File: config.mk
export PLATFORM = sky130hd
export DESIGN_NAME = pipepcir_flat
export DESIGN_NICKNAME = d
export VERILOG_FILES = /design/src/rtl/pipepcir_if.sv /design/src/rtl/pipepcir.sv /design/src/flat_wrapper.sv
export SDC_FILE = /design/constraint.sdc
export NUM_CORES = 1
export LEC_CHECK = 0
export BUFFER_PORTS_ARGS = -buffer_cell sky130_fd_sc_hd__buf_2
export CORE_MARGIN = 4
export CORE_UTILIZATION = 30
export CTS_BUF_LIST = sky130_fd_sc_hd__clkbuf_16
export DETAILED_ROUTE_END_ITERATION = 16
export PLACE_DENSITY = 0.61
export SLEW_MARGIN = 40
export SYNTH_ARGS = -nofsm -noshare
export SYNTH_HDL_FRONTEND = slang
export SYNTH_SLANG_ARGS = --single-unit
File: constraint.sdc
create_clock -name clock -period 2.2 [get_ports clock]
set_clock_uncertainty 0.1 [all_clocks]
set_input_delay 0.33 -clock clock [delete_from_list [all_inputs] [get_ports clock]]
set_output_delay 0.33 -clock clock [all_outputs]
set_load 0.01 [all_outputs]
File: src/rtl/pipepcir_if.sv
// Fetch/decode boundary bus for the PC/IF-ID register block.
// The slave side is the register block; the master side is whoever drives the
// fetch-stage results and hazard controls (the CPU datapath or a testbench).
interface pipepcir_if;
  logic [31:0] npc;
  logic [31:0] pc4;
  logic [31:0] ins;
  logic        wpcir;
  logic        flush;
  logic [31:0] pc;
  logic [31:0] dpc4;
  logic [31:0] dinst;
  logic        dvalid;
  logic [15:0] stall_cnt;
  logic [15:0] flush_cnt;

  modport slave (
    input  npc, pc4, ins, wpcir, flush,
    output pc, dpc4, dinst, dvalid, stall_cnt, flush_cnt
  );

  modport master (
    output npc, pc4, ins, wpcir, flush,
    input  pc, dpc4, dinst, dvalid, stall_cnt, flush_cnt
  );
endinterface

File: src/rtl/pipepcir.sv
// Program counter and IF/ID pipeline register for the five-stage CPU.
// Applies load-use stalls (wpcir=0) and wrong-path flushes. A flush seen
// while stalled is remembered in kill_pending and turned into exactly one
// bubble on the next advancing edge. Saturating stall/flush event counters
// are kept for performance debug. All outputs come straight from flops.
module pipepcir #(
  parameter logic [31:0] RESET_PC = 32'h0000_0000,
  parameter logic [31:0] NOP_INST = 32'h0000_0000
) (
  input  logic     clock,
  input  logic     reset,
  pipepcir_if.slave bus
);

  typedef enum logic [1:0] {
    BOOT  = 2'd0,
    RUN   = 2'd1,
    STALL = 2'd2
  } state_t;

  state_t      state_q, state_d;
  logic [31:0] pc_q, pc_d;
  logic [31:0] dpc4_q, dpc4_d;
  logic [31:0] dinst_q, dinst_d;
  logic        dvalid_q, dvalid_d;
  logic        kill_pending_q, kill_pending_d;
  logic [15:0] stall_cnt_q, stall_cnt_d;
  logic [15:0] flush_cnt_q, flush_cnt_d;

  assign bus.pc        = pc_q;
  assign bus.dpc4      = dpc4_q;
  assign bus.dinst     = dinst_q;
  assign bus.dvalid    = dvalid_q;
  assign bus.stall_cnt = stall_cnt_q;
  assign bus.flush_cnt = flush_cnt_q;

  // State register: reset wins over everything, including a pending kill.
  always_ff @(posedge clock) begin
    if (reset) begin
      state_q        <= BOOT;
      pc_q           <= RESET_PC;
      dpc4_q         <= 32'h0000_0000;
      dinst_q        <= NOP_INST;
      dvalid_q       <= 1'b0;
      kill_pending_q <= 1'b0;
      stall_cnt_q    <= 16'h0000;
      flush_cnt_q    <= 16'h0000;
    end else begin
      state_q        <= state_d;
      pc_q           <= pc_d;
      dpc4_q         <= dpc4_d;
      dinst_q        <= dinst_d;
      dvalid_q       <= dvalid_d;
      kill_pending_q <= kill_pending_d;
      stall_cnt_q    <= stall_cnt_d;
      flush_cnt_q    <= flush_cnt_d;
    end
  end

  // Next-state logic: BOOT always advances once, then RUN/STALL follow wpcir.
  always_comb begin
    state_d        = state_q;
    pc_d           = pc_q;
    dpc4_d         = dpc4_q;
    dinst_d        = dinst_q;
    dvalid_d       = dvalid_q;
    kill_pending_d = kill_pending_q;
    stall_cnt_d    = stall_cnt_q;
    flush_cnt_d    = flush_cnt_q;

    case (state_q)
      BOOT: begin
        // First fetch after reset is always on the correct path.
        pc_d     = bus.npc;
        dpc4_d   = bus.pc4;
        dinst_d  = bus.ins;
        dvalid_d = 1'b1;
        state_d  = RUN;
      end

      RUN, STALL: begin
        if (bus.wpcir) begin
          state_d = RUN;
          pc_d    = bus.npc;
          if (bus.flush || kill_pending_q) begin
            // One bubble per advance, even if a live and a remembered flush coincide.
            dpc4_d         = 32'h0000_0000;
            dinst_d        = NOP_INST;
            dvalid_d       = 1'b0;
            kill_pending_d = 1'b0;
            if (flush_cnt_q != 16'hFFFF) begin
              flush_cnt_d = flush_cnt_q + 16'd1;
            end
          end else begin
            dpc4_d   = bus.pc4;
            dinst_d  = bus.ins;
            dvalid_d = 1'b1;
          end
        end else begin
          // Hold PC and IF/ID; a flush here only arms the bubble for later.
          state_d = STALL;
          if (stall_cnt_q != 16'hFFFF) begin
            stall_cnt_d = stall_cnt_q + 16'd1;
          end
          if (bus.flush) begin
            kill_pending_d = 1'b1;
          end
        end
      end

      default: begin
        state_d = BOOT;
      end
    endcase
  end

endmodule

File: src/flat_wrapper.sv
// flat-port wrapper written by rule: the top's interface ports become plain ports
module pipepcir_flat 
#(
  parameter logic [31:0] RESET_PC = 32'h0000_0000,
  parameter logic [31:0] NOP_INST = 32'h0000_0000
)
  (clock, reset, bus_npc, bus_pc4, bus_ins, bus_wpcir, bus_flush, bus_pc, bus_dpc4, bus_dinst, bus_dvalid, bus_stall_cnt, bus_flush_cnt);
  pipepcir_if bus_i ();
  input  logic clock;
  input  logic reset;
  input wire logic [$bits(bus_i.npc)-1:0] bus_npc;
  input wire logic [$bits(bus_i.pc4)-1:0] bus_pc4;
  input wire logic [$bits(bus_i.ins)-1:0] bus_ins;
  input wire logic [$bits(bus_i.wpcir)-1:0] bus_wpcir;
  input wire logic [$bits(bus_i.flush)-1:0] bus_flush;
  output wire logic [$bits(bus_i.pc)-1:0] bus_pc;
  output wire logic [$bits(bus_i.dpc4)-1:0] bus_dpc4;
  output wire logic [$bits(bus_i.dinst)-1:0] bus_dinst;
  output wire logic [$bits(bus_i.dvalid)-1:0] bus_dvalid;
  output wire logic [$bits(bus_i.stall_cnt)-1:0] bus_stall_cnt;
  output wire logic [$bits(bus_i.flush_cnt)-1:0] bus_flush_cnt;
  assign bus_i.npc = bus_npc;
  assign bus_i.pc4 = bus_pc4;
  assign bus_i.ins = bus_ins;
  assign bus_i.wpcir = bus_wpcir;
  assign bus_i.flush = bus_flush;
  assign bus_pc = bus_i.pc;
  assign bus_dpc4 = bus_i.dpc4;
  assign bus_dinst = bus_i.dinst;
  assign bus_dvalid = bus_i.dvalid;
  assign bus_stall_cnt = bus_i.stall_cnt;
  assign bus_flush_cnt = bus_i.flush_cnt;
  pipepcir #(.RESET_PC(RESET_PC), .NOP_INST(NOP_INST)) u_core (.clock(clock), .reset(reset), .bus(bus_i));
endmodule
---- Word level (Yosys, flattened, before mapping) ----
Cells that the tools add are included.
storage, ports and cells
  register bits ........................... 132
  bits in latches ......................... 0
  memory bits (writable) .................. 0
  bits in read-only memories .............. 0
  input bits .............................. 100
  output and inout bits ................... 129
  logic and storage cells ................. 42
  memories ................................ 0
operators by class
  add/sub/neg operators ................... 2
  multiply operators ...................... 0
  divide/modulo/power cells ............... 0
  $lt $le $gt $ge ......................... 0
  eq/ne operators ......................... 6
  shifts and indexed selects .............. 0
  muxes and demuxes ....................... 16
  bitwise operators ....................... 1
  reductions and logical operators ........ 9
operator list
  kind                                                                      number
  32-bit one-hot mux with 2 select lines                                    3
  32-bit two-way mux                                                        5
  16-bit by 1-bit adder with 16-bit output (second input constant)          2
  16-bit inequality test (second input constant)                            2
  3-bit AND reduction                                                       2
  1-bit two-way mux                                                         5
  2-bit one-hot mux with 2 select lines                                     1
  4-bit AND reduction                                                       1
  2-bit nonzero test                                                        2
  2-bit by 1-bit equality test with 1-bit output (second input constant)    1
  2-bit equality test (second input constant)                               1
  2-bit logical NOT                                                         1
  2-bit two-way mux                                                         1
  2-bit by 1-bit inequality test with 1-bit output (second input constant)  1
  2-bit inequality test (second input constant)                             1
  1-bit one-hot mux with 2 select lines                                     1
  2-bit AND reduction                                                       1
  2-bit OR reduction                                                        1
  1-bit logical OR                                                          1
  1-bit NOT                                                                 1

---- Logic depth before layout (Yosys ltp) ----
Gate-level depths: netlist of run 1.
  word-level depth ........................ 4
  gate-level depth with buffers ........... 9
  depth with buffers taken out ............ 6

---- Worst setup path after synthesis of run 1 ----
No wires, ideal clock.
  path kind ............................... reg-to-reg
  start point ............................. register u_core.state_q[0]
  end point ............................... register u_core.stall_cnt_q[14], in the netlist u_core.bus.stall_cnt[14]
  library setup time ...................... 121 ps
  arrival ................................. 1722 ps
  data required time ...................... 1979 ps
  setup slack ............................. 257 ps
  stages on the path, launching flop included .. 8
  buffers on the path ..................... 1
  period minus slack after synthesis ...... 1943 ps
  cell sequence ........................... dfxtp_1 -> inv_1 -> ha_1 -> buf_4 -> and2b_1 -> nand4_1 -> nor4b_1 -> mux2_2
on the way
  word-level cells in the longest chain between the ends .. 3
  elaborated cells on any way between the ends .. 4
  those cells by class .................... 2 x eq/ne; 2 x reduce/logical
ends and longest elaborated chain
  item                                                                                   RTL line        text
  from (decl)                                                                            pipepcir.sv:21  state_t state_q, state_d;
  from (signal assigned)                                                                 pipepcir.sv:49  state_q <= state_d;
  2-bit by 1-bit equality test with 1-bit output or 2-bit equality test (tied branches)  pipepcir.sv:71  case (state_q)
  2-bit OR reduction *                                                                   pipepcir.sv:71
  3-bit AND reduction (no line) *                                                        -
  to (signal assigned)                                                                   pipepcir.sv:55  stall_cnt_q <= stall_cnt_d;
  to (decl)                                                                              pipepcir.sv:27  logic [15:0] stall_cnt_q, stall_cnt_d;
Mark *: on every way between the ends. The rest lies on a longest branch, timed or not.
A chain may end at the register's enable or synchronous reset.

---- Worst setup path after layout of run 1 ----
  start point ............................. register u_core.state_q[1]
  end point ............................... register u_core.stall_cnt_q[15], in the netlist u_core.bus.stall_cnt[15]
The elaborated chain is that of the path after synthesis.

==> metrics.cfg, run 1 <==
[outcome]
status = complete, no violations

[global_route]
grt_usage = 0.152
antenna_found_initial = 1
grt_pass1_wl_um = 22200
first_global_vias = 4392
grt_max_degree = 73
grt-ovfl-total = 0

[flow_run]
drv_cap = 0

[floorplan]
fp.dieW_um = 135
coreArea_um2 = 15800
start_util = 0.306
ios = 229
rows = 46
die-area_um2 = 18200
die_h_um = 135

[synthesis]
ys_top_cells_by_count = dfxtp_1 (132), nand2_1 (75), a22o_1 (64)
synth-edff-count = 0
synth_top_family_by_area = compound AO/OA/AOI/OAI gates
ys_top_cells_by_area = dfxtp_1 (55%), a22o_1 (12%), a21oi_1 (6.4%)
yosysTopAreaCell = dfxtp_1
synth.most_common_cell = dfxtp_1
synthSimpleGateAreaFrac = 0.173
synth_top_cell_area_share = 0.546
synth-compound-area-share = 0.229
synth_area_um2 = 4840
synth_nets = 601
async_flop_share = 0
yosys_warnings = 0
netlist_instances = 497
avgSynthCellArea_um2 = 9.74
ys_ff_latch = 132
synthXorXnorAreaFrac = 0.00181
yosysSeqAreaShare = 0.546
synthMuxAreaShare = 0.00698
ys_types = 42
synthAdderAreaFrac = 0.0103
synthFlopType = dfxtp_1

[drt]
drtAntennaViolNets = 0
vias = 4576
drt_iter0_drc = 211
dr.pass1.iters = 4
wl_per_cell_um = 14.6
wl_um = 14300
drc = 0
via_per_inst = 4.67

[placed_design]
hpwl_um = 9810
post_dp_cell_area_um2 = 6310
gp_congestion = 0.756
portBuffers = 228

[cts]
cts_buffers = 17
clock_path_buffers = 2
postCtsSetupBuffers = 0
clock_latency_ns = 0.41
htreeDepth = 4
cts_sinks = 132
cts-root-buf = clkbuf_16
cts_tree = built
cts.clk_slew.worst_paths_ns = 0.06

[finish]
area_delta_synth_final_pct = 47.6
nets = 855
multi_input_area_um2 = 2080
fin_util = 0.451
antennaDiodeCount = 0
drive_gt1_frac = 0.378
final_area_um2 = 7140
fill_cells = 1543
regArea_um2 = 2640

[sta]
setup_tns_ns = 0
relSlewSlack = 0.643
fin_crit_sh = 0.940
finalHoldViolCount = 0
final_period_minus_worst_setup_slack_ns = 2.07
slew_viol_final = 0
worstMarginPinSlew_ns = 0.534
fmax_ghz = 0.484
rsz0062_at_grt = false
setup_viol = 0

[worst_setup_path]
critPathLaunchType = register
crit_required_ns = 2.40
cp_max_fo = 9
end_kind = register
worstPathArrival_ns = 2.27
path_class = register to register

[power]
ir_worst_vdd_mv = 0.495
leakagePower_uw = 0.00333
power-per-cell-area_nw_per_um2 = 937

[hold_path]
hp-class = primary input to register

timing repair:
item | 4_1_cts | 5_1_grt
hold endpoints to repair | 23 | 0
setup endpoints to repair | 0 | 8
hold buffers | 23 | 0
gates resized for setup | 0 | 5
metrics by stage:
stage | hold slack [ns] | setup WS (ns) | std cells | power [uW]
floorplan | 0.356 | 0.257 | 497 | 3410
global placement | 0.336 | 0.0973 | 925 | 3950
detailed placement | 0.342 | 0.0771 | 925 | 3960
CTS | 0.000309 | 0.0663 | 980 | 6800
global route | 0.00734 | 0.00239 | 980 | 7030
finish | 0.0237 | 0.132 | 980 | 6700
per-layer routing:
layer  routed length, um  part of all wire  up-vias  GRT usage
met3                 841             0.059       27     0.0432
met1                6400              0.45     2063      0.194
met4                 383             0.027        2     0.0677
met2                6660              0.47      139      0.240
li1                    -                 -     2345          -
met5                   7           0.00049        -          0
final cells by class:
cell class | count | area share
clock buffer | 17 | 0.0596
sequential | 132 | 0.370
timing repair buffer | 268 | 0.217
clock inverter | 15 | 0.0219
tap | 216 | 0.0378
inverter | 6 | 0.00315
multi-input combinational | 326 | 0.291
cells in the final DEF (no fill, tap or decap), types with 5 or more instances in the layout:
master	n
a21oi_1	61
a22o_1	64
and3_1	5
buf_2	228
buf_4	13
clkbuf_16	17
clkinv_4	5
dfxtp_1	132
dlygate4sd3_1	23
inv_1	8
nand2_1	75
nand3_1	9
nand4_1	12
nor2_1	7
o21ai_0	11
o31ai_1	14
or3_1	9
or4_1	12
path summary, 6_finish.rpt:
path,startpoint,endpoint,slack (ns),cells after the start
min,bus_ins[8],u_core.bus.dinst[8]$_SDFFE_PP0P_,0.02,2
max reg2reg,u_core.state_q[1]$_SDFF_PP0_,u_core.bus.stall_cnt[15]$_SDFFE_PP0P_,0.13,6
max,u_core.state_q[1]$_SDFF_PP0_,u_core.bus.stall_cnt[15]$_SDFFE_PP0P_,0.13,6
min reg2reg,u_core.bus.pc[30]$_SDFFE_PP0P_,u_core.bus.pc[30]$_SDFFE_PP0P_,0.35,2
power breakdown:
| part | total, uW | leakage, uW | internal, uW | switching [uW] |
|---|---|---|---|---|
| combinational | 1160 | 0.00195 | 517 | 641 |
| sequential | 2770 | 0.00108 | 2650 | 124 |
| clock | 2770 | 0.000295 | 1680 | 1090 |
| total | 6700 | 0.00333 | 4840 | 1860 |
kinds of logic after synthesis:
logic type | count (synthesis)
multiplexers | 3
AND/OR/NAND/NOR | 158
buffers and inverters | 39
AO/OA/AOI/OAI | 160
adder cells (fa/ha/maj) | 4
XOR/XNOR | 1
flip-flops | 132
critical path, cell delays in order, from the launching register on:
cell and delay (ns):
dfxtp_1 0.33, inv_1 0.05, ha_2 0.36, and2b_1 0.17, nand3_1 0.25, nor4_1 0.31, mux2_2 0.38
sequential cells by signal, summed over array words and instances (netlist names):
| name | cells |
|---|---|
| u_core.kill_pending_q | 1 |
| u_core.bus.dpc4 | 32 |
| u_core.bus.stall_cnt | 16 |
| u_core.bus.pc | 32 |
| u_core.bus.flush_cnt | 16 |
| u_core.bus.dvalid | 1 |
| u_core.bus.dinst | 32 |
| u_core.state_q | 2 |
No activity file was read; power rests on OpenSTA's default activity.
==> run 2: changes to the inputs <==
CTS_CLUSTER_SIZE = 10   (was unset)
HOLD_SLACK_MARGIN = 0.15   (was unset)
==> metrics.cfg, run 2 (synthesized netlist as in run 1, its figures left out) <==
[drt]
highest_layer = met4
wl_um = 15700  ; +9.8%
drc = 0  ; unchanged
dr_wl_met2_um = 7750  ; +16%
dr_wl_met3_um = 885  ; +5.2%
dr.pass1.iters = 6  ; +2
wl_met1_um = 6690  ; +4.5%
vias = 4922  ; +7.6%
drt_iter0_drc = 251  ; +19%
via_per_inst = 4.67  ; about the same
wl_per_cell_um = 14.9  ; +2.0%
drtAntennaViolNets = 0  ; unchanged

[worst_setup_path]
critPathLaunchType = register
path_class = register to register
rrSetupSlack_ns = 0.14  ; about the same
cp_max_fo = 9  ; unchanged
crit_chain = inv_1 > ha_2 > and2b_1 > nand3_1 > nor4_1 > mux2_2
cpPeakStageDelay_ns = 0.38  ; about the same
rr_endpoint = u_core.bus.stall_cnt[15]$_SDFFE_PP0P_
worstPathArrival_ns = 2.26  ; about the same
r2r_start = u_core.state_q[1]$_SDFF_PP0_
crit_required_ns = 2.40  ; about the same
end_kind = register
reg2regPathDepth = 6  ; unchanged
critPathSlowestCell = mux2_2

[placed_design]
portBuffers = 228  ; unchanged
gp_congestion = 0.756  ; unchanged
hpwl_um = 9810  ; unchanged
post_dp_cell_area_um2 = 6310  ; unchanged

[floorplan]
start_util = 0.306  ; unchanged
ios = 229  ; unchanged
coreArea_um2 = 15800  ; unchanged
fp.dieW_um = 135  ; unchanged
rows = 46  ; unchanged
die-area_um2 = 18200  ; unchanged
die_h_um = 135  ; unchanged

[finish]
regArea_um2 = 2640  ; unchanged
final_common_cell = buf_2
most-common-layout-cells = buf_2 (228), dfxtp_1 (132), dlygate4sd3_1 (97), nand2_1 (75), a22o_1 (64)
nets = 929  ; +8.7%
multi_input_area_um2 = 2080  ; unchanged
area_delta_synth_final_pct = 63.0
fill_cells = 1444  ; -6.4%
drive_gt1_frac = 0.345  ; -0.0334
final_area_um2 = 7890  ; +10%

[sta]
finalHoldViolCount = 0  ; unchanged
setup_viol = 0  ; unchanged
fmax_ghz = 0.485  ; +0.32%
relSlewSlack = 0.647  ; +0.00368
final_period_minus_worst_setup_slack_ns = 2.06  ; -0.00663 ns
rsz0062_at_grt = false
slew_viol_final = 0  ; unchanged
setup_tns_ns = 0  ; unchanged
worstMarginPinSlew_ns = 0.528  ; -0.00551 ns
fin_crit_sh = 0.937  ; -0.00301

[cts]
cts_sinks = 132  ; unchanged
htreeDepth = 4  ; unchanged
cts_buffers = 17  ; unchanged
postCtsSetupBuffers = 0  ; unchanged
cts.clk_slew.worst_paths_ns = 0.05  ; about the same
clock_path_buffers = 2  ; unchanged
clock_latency_ns = 0.41  ; about the same
cts_tree = built
cts-root-buf = clkbuf_16

[hold_path]
hp-class = primary input to register
hold_depth = 3  ; +1
hold_start = bus_wpcir
whs_endpoint = u_core.state_q[0]$_SDFF_PP0_

[global_route]
antenna_found_initial = 0  ; -1
first_global_vias = 4862  ; +11%
grt_max_degree = 73  ; unchanged
grt-ovfl-total = 0  ; unchanged
grt_pass1_wl_um = 24400  ; +9.7%
grt_usage = 0.166  ; +0.0142

[outcome]
status = complete, no violations

[flow_run]
drv_cap = 0  ; unchanged

[power]
power-per-cell-area_nw_per_um2 = 865  ; -7.7%
leakagePower_uw = 0.00364  ; +9.3%
ir_worst_vdd_mv = 0.493  ; -0.35%

## run 2: cell types whose count changed in the layout (fill, tap and decap cells not counted), sizes merged
cell and delta:
dlygate4sd3 +74, diode +1
## run 2: area by class of cell
class / count / share of cell area
flip-flops and latches: 132 / 0.335
multi-input cells: 326 / 0.263
inverters: 6 / 0.00286
diodes: 1 / 0.000317
well taps: 216 / 0.0343
clock inverters: 15 / 0.0198
clock buffers: 17 / 0.0540
repair buffers: 342 / 0.290
## run 2: worst max-delay path: cells and delay by family (launching register included)
kind,cells,cell delay [ns]
mux,1,0.38
fa+ha+maj,1,0.36
flops,1,0.33
buf+inv,1,0.05
simple gates,3,0.73
## run 2: metrics by stage
stage	hold WS [ns]	utilization	cells	setup WS (ns)	power [uW]
floorplan	0.356	-	497	0.257	3410
CTS	0.200	0.497	1054	0.0663	6910
finish	0.227	0.498	1055	0.139	6820
global route	0.249	0.498	1054	0.00239	7170
global placement	0.336	0.398	925	0.0973	3950
detailed placement	0.342	0.398	925	0.0771	3960
## run 2: power by group
group	switching [uW]	total, uW	internal [uW]	leakage, uW
Combinational	673	1280	603	0.00226
Clock	1090	2770	1680	0.000295
Sequential	130	2780	2650	0.00108
Total	1900	6820	4930	0.00364
## run 2: worst max path at each step
stage | endpoint | startpoint
3_5_place_dp | u_core.bus.flush_cnt[15]$_SDFFE_PP0P_ | u_core.state_q[0]$_SDFF_PP0_
3_3_place_gp | u_core.bus.flush_cnt[15]$_SDFFE_PP0P_ | u_core.state_q[0]$_SDFF_PP0_
6_report | u_core.bus.stall_cnt[15]$_SDFFE_PP0P_ | u_core.state_q[1]$_SDFF_PP0_
4_1_cts | u_core.bus.flush_cnt[15]$_SDFFE_PP0P_ | u_core.state_q[0]$_SDFF_PP0_
5_1_grt | u_core.bus.stall_cnt[14]$_SDFFE_PP0P_ | u_core.state_q[0]$_SDFF_PP0_
2_1_floorplan | u_core.bus.stall_cnt[14]$_SDFFE_PP0P_ | u_core.state_q[0]$_SDFF_PP0_
## run 2: metal layers
layer / up-vias / track usage
met1: 2236 / 0.202
li1: 2499 / -
met2: 157 / 0.272
met5: - / 0
met3: 30 / 0.0473
met4: 0 / 0.0773
## run 2: repair_timing
action / in CTS / in global routing
endpoints found under the hold margin: 97 / 0
setup endpoints to repair: 0 / 9
hold buffers: 97 / 0
gates resized for setup: 0 / 5
==> run 3: changes to the inputs <==
PLACE_DENSITY = 0.54   (was 0.61)
==> metrics.cfg, run 3 (synthesized netlist as in run 1, its figures left out) <==
[outcome]
status = complete, no violations

[sta]
relSlewSlack = 0.644  ; -0.00286
slew_viol_final = 0  ; unchanged
setup_ws_ns = 0.0672  ; -0.0717 ns
fin_crit_sh = 0.969  ; +0.0326
setup_viol = 0  ; unchanged
fmax_ghz = 0.469  ; -3.4%
final_period_minus_worst_setup_slack_ns = 2.13  ; +0.0717 ns
holdWs_ns = 0.200  ; -0.0275 ns
worstMarginPinSlew_ns = 0.530  ; +0.00147 ns
finalHoldViolCount = 0  ; unchanged

[drt]
drc = 0  ; unchanged
drtAntennaViolNets = 0  ; unchanged
wl_per_cell_um = 15.2  ; +2.4%
drt_iter0_drc = 196  ; -22%
vias = 5045  ; +2.5%
via_per_inst = 4.79  ; +2.6%
dr.pass1.iters = 5  ; -1
wl_um = 16100  ; +2.3%

[cts]
htreeDepth = 4  ; unchanged
cts_tree = built
cts_buffers = 17  ; unchanged
clock_path_buffers = 2  ; unchanged
cts.clk_slew.worst_paths_ns = 0.06  ; about the same
cts_sinks = 132  ; unchanged
cts-root-buf = clkbuf_16
clock_latency_ns = 0.42  ; about the same

[power]
ir_worst_vdd_mv = 0.506  ; +2.6%
intPower_uw = 4680  ; -4.9%
power_frac_clock = 0.386  ; -0.020
power_frac_seq = 0.420  ; +0.013
netSwitchingPower_uw = 1940  ; +2.3%
leakagePower_uw = 0.00358  ; -1.7%
p_comb_frac = 0.194  ; +0.007
p_sw_frac = 0.293  ; +0.0150
power-per-cell-area_nw_per_um2 = 846  ; -2.2%

[global_route]
first_global_vias = 4913  ; +1.0%
grt_usage = 0.172  ; +0.00544
grt_max_degree = 73  ; unchanged
antenna_found_initial = 0  ; unchanged
grt_pass1_wl_um = 25100  ; +3.1%
grt-ovfl-total = 0  ; unchanged

[flow_run]
drv_cap = 0  ; unchanged

[placed_design]
portBuffers = 228  ; unchanged
place_inst = 921  ; -0.43%
hpwl_um = 10400  ; +5.8%
post_dp_cell_area_um2 = 6260  ; -0.67%
gp_congestion = 0.774  ; +2.5%
place_ws_ns = -0.0229  ; -0.0999 ns

[finish]
final_area_um2 = 7830  ; -0.70%
nets = 928  ; -0.11%
area_delta_synth_final_pct = 61.8
fin_cells = 1054  ; -0.095%
most-common-layout-cells = buf_2 (228), dfxtp_1 (132), dlygate4sd3_1 (97), nand2_1 (75), a22o_1 (64)
final_common_cell = buf_2
drive_gt1_frac = 0.348  ; +0.00280

[worst_setup_path]
end_kind = register
reg2regPathDepth = 7  ; +1
critPathSlowestCell = mux2_2
crit_required_ns = 2.41  ; about the same
critPathLaunchType = register
rrSetupSlack_ns = 0.07  ; -0.07 ns
path_class = register to register
cp_max_fo = 6  ; -3
crit_chain = inv_1 > ha_1 > buf_4 > and2b_2 > nand4_1 > nor4b_2 > mux2_2
worstPathArrival_ns = 2.35  ; +0.09 ns
cpPeakStageDelay_ns = 0.36  ; -0.02 ns

[floorplan]
coreArea_um2 = 15800  ; unchanged
rows = 46  ; unchanged
die_h_um = 135  ; unchanged
ios = 229  ; unchanged
die-area_um2 = 18200  ; unchanged
fp.dieW_um = 135  ; unchanged
start_util = 0.306  ; unchanged

[hold_path]
hp-class = primary input to register
hold_depth = 3  ; unchanged

run 3: cell count changes in the layout (fill, tap and decap cells not counted), moves of 2 or more:
cell,before,now
bufinv_16,2,0
inv_1,8,6
clkinv_4,5,1
clkinvlp_4,0,6
run 3: area by class of cell:
type | count | area (um2)
repair buffers | 340 | 2260
diodes | 1 | 2.50
clock inverters | 15 | 108
multi-input cells | 327 | 2100
flip-flops and latches | 132 | 2640
fillers | 1482 | 8000
well taps | 216 | 270
clock buffers | 17 | 425
inverters | 6 | 22.5
run 3: metrics by stage:
| step | power (uW) | TNS, ns | utilization |
|---|---|---|---|
| after floorplan | 3410 | 0 | - |
| after global placement | 3930 | 0 | 0.396 |
| after detailed placement | 3950 | -0.0286 | 0.396 |
| after CTS | 6680 | 0 | 0.492 |
| after global routing | 6930 | -0.0601 | 0.495 |
| final | 6620 | 0 | 0.495 |
run 3: layer usage:
layer	up-vias	wire length (um)	global-route usage
met2	168	8060	0.299
met4	0	376	0.0711
li1	2499	-	-
met5	-	0	0
met3	30	982	0.0451
met1	2348	6640	0.200
run 3: worst max-delay path, delay by kind of cell (launching register included):
family | cells | cell delay [ns]
adders and majority gates | 1 | 0.35
buffers and inverters | 2 | 0.19
DFF | 1 | 0.34
muxes | 1 | 0.36
and+or+nand+nor | 3 | 0.69
run 3: repair_timing:
| action | 4_1_cts | 5_1_grt |
|---|---|---|
| hold endpoints to repair | 97 | 0 |
| setup endpoints to repair | 35 | 56 |
| pin swaps | 1 | 1 |
| gates cloned | 1 | 0 |
| setup buffers | 0 | 2 |
| gates resized for setup | 2 | 5 |
| hold buffers | 97 | 0 |
run 3: power groups by stage:
stage               sequential (uW)  combinational (uW)  clock, uW
floorplan                      2940                 475          0
global placement               2820                1100          0
detailed placement             2820                1130          0
CTS                            2780                1280       2620
global route                   2810                1400       2720
finish                         2780                1280       2560
run 3: worst paths after layout:
kind | start | end
setup / recovery | u_core.state_q[1]$_SDFF_PP0_ | u_core.bus.stall_cnt[14]$_SDFFE_PP0P_
hold / removal | bus_wpcir | u_core.state_q[0]$_SDFF_PP0_
hold reg to reg | u_core.bus.pc[21]$_SDFFE_PP0P_ | u_core.bus.pc[21]$_SDFFE_PP0P_
setup reg to reg | u_core.state_q[1]$_SDFF_PP0_ | u_core.bus.stall_cnt[14]$_SDFFE_PP0P_
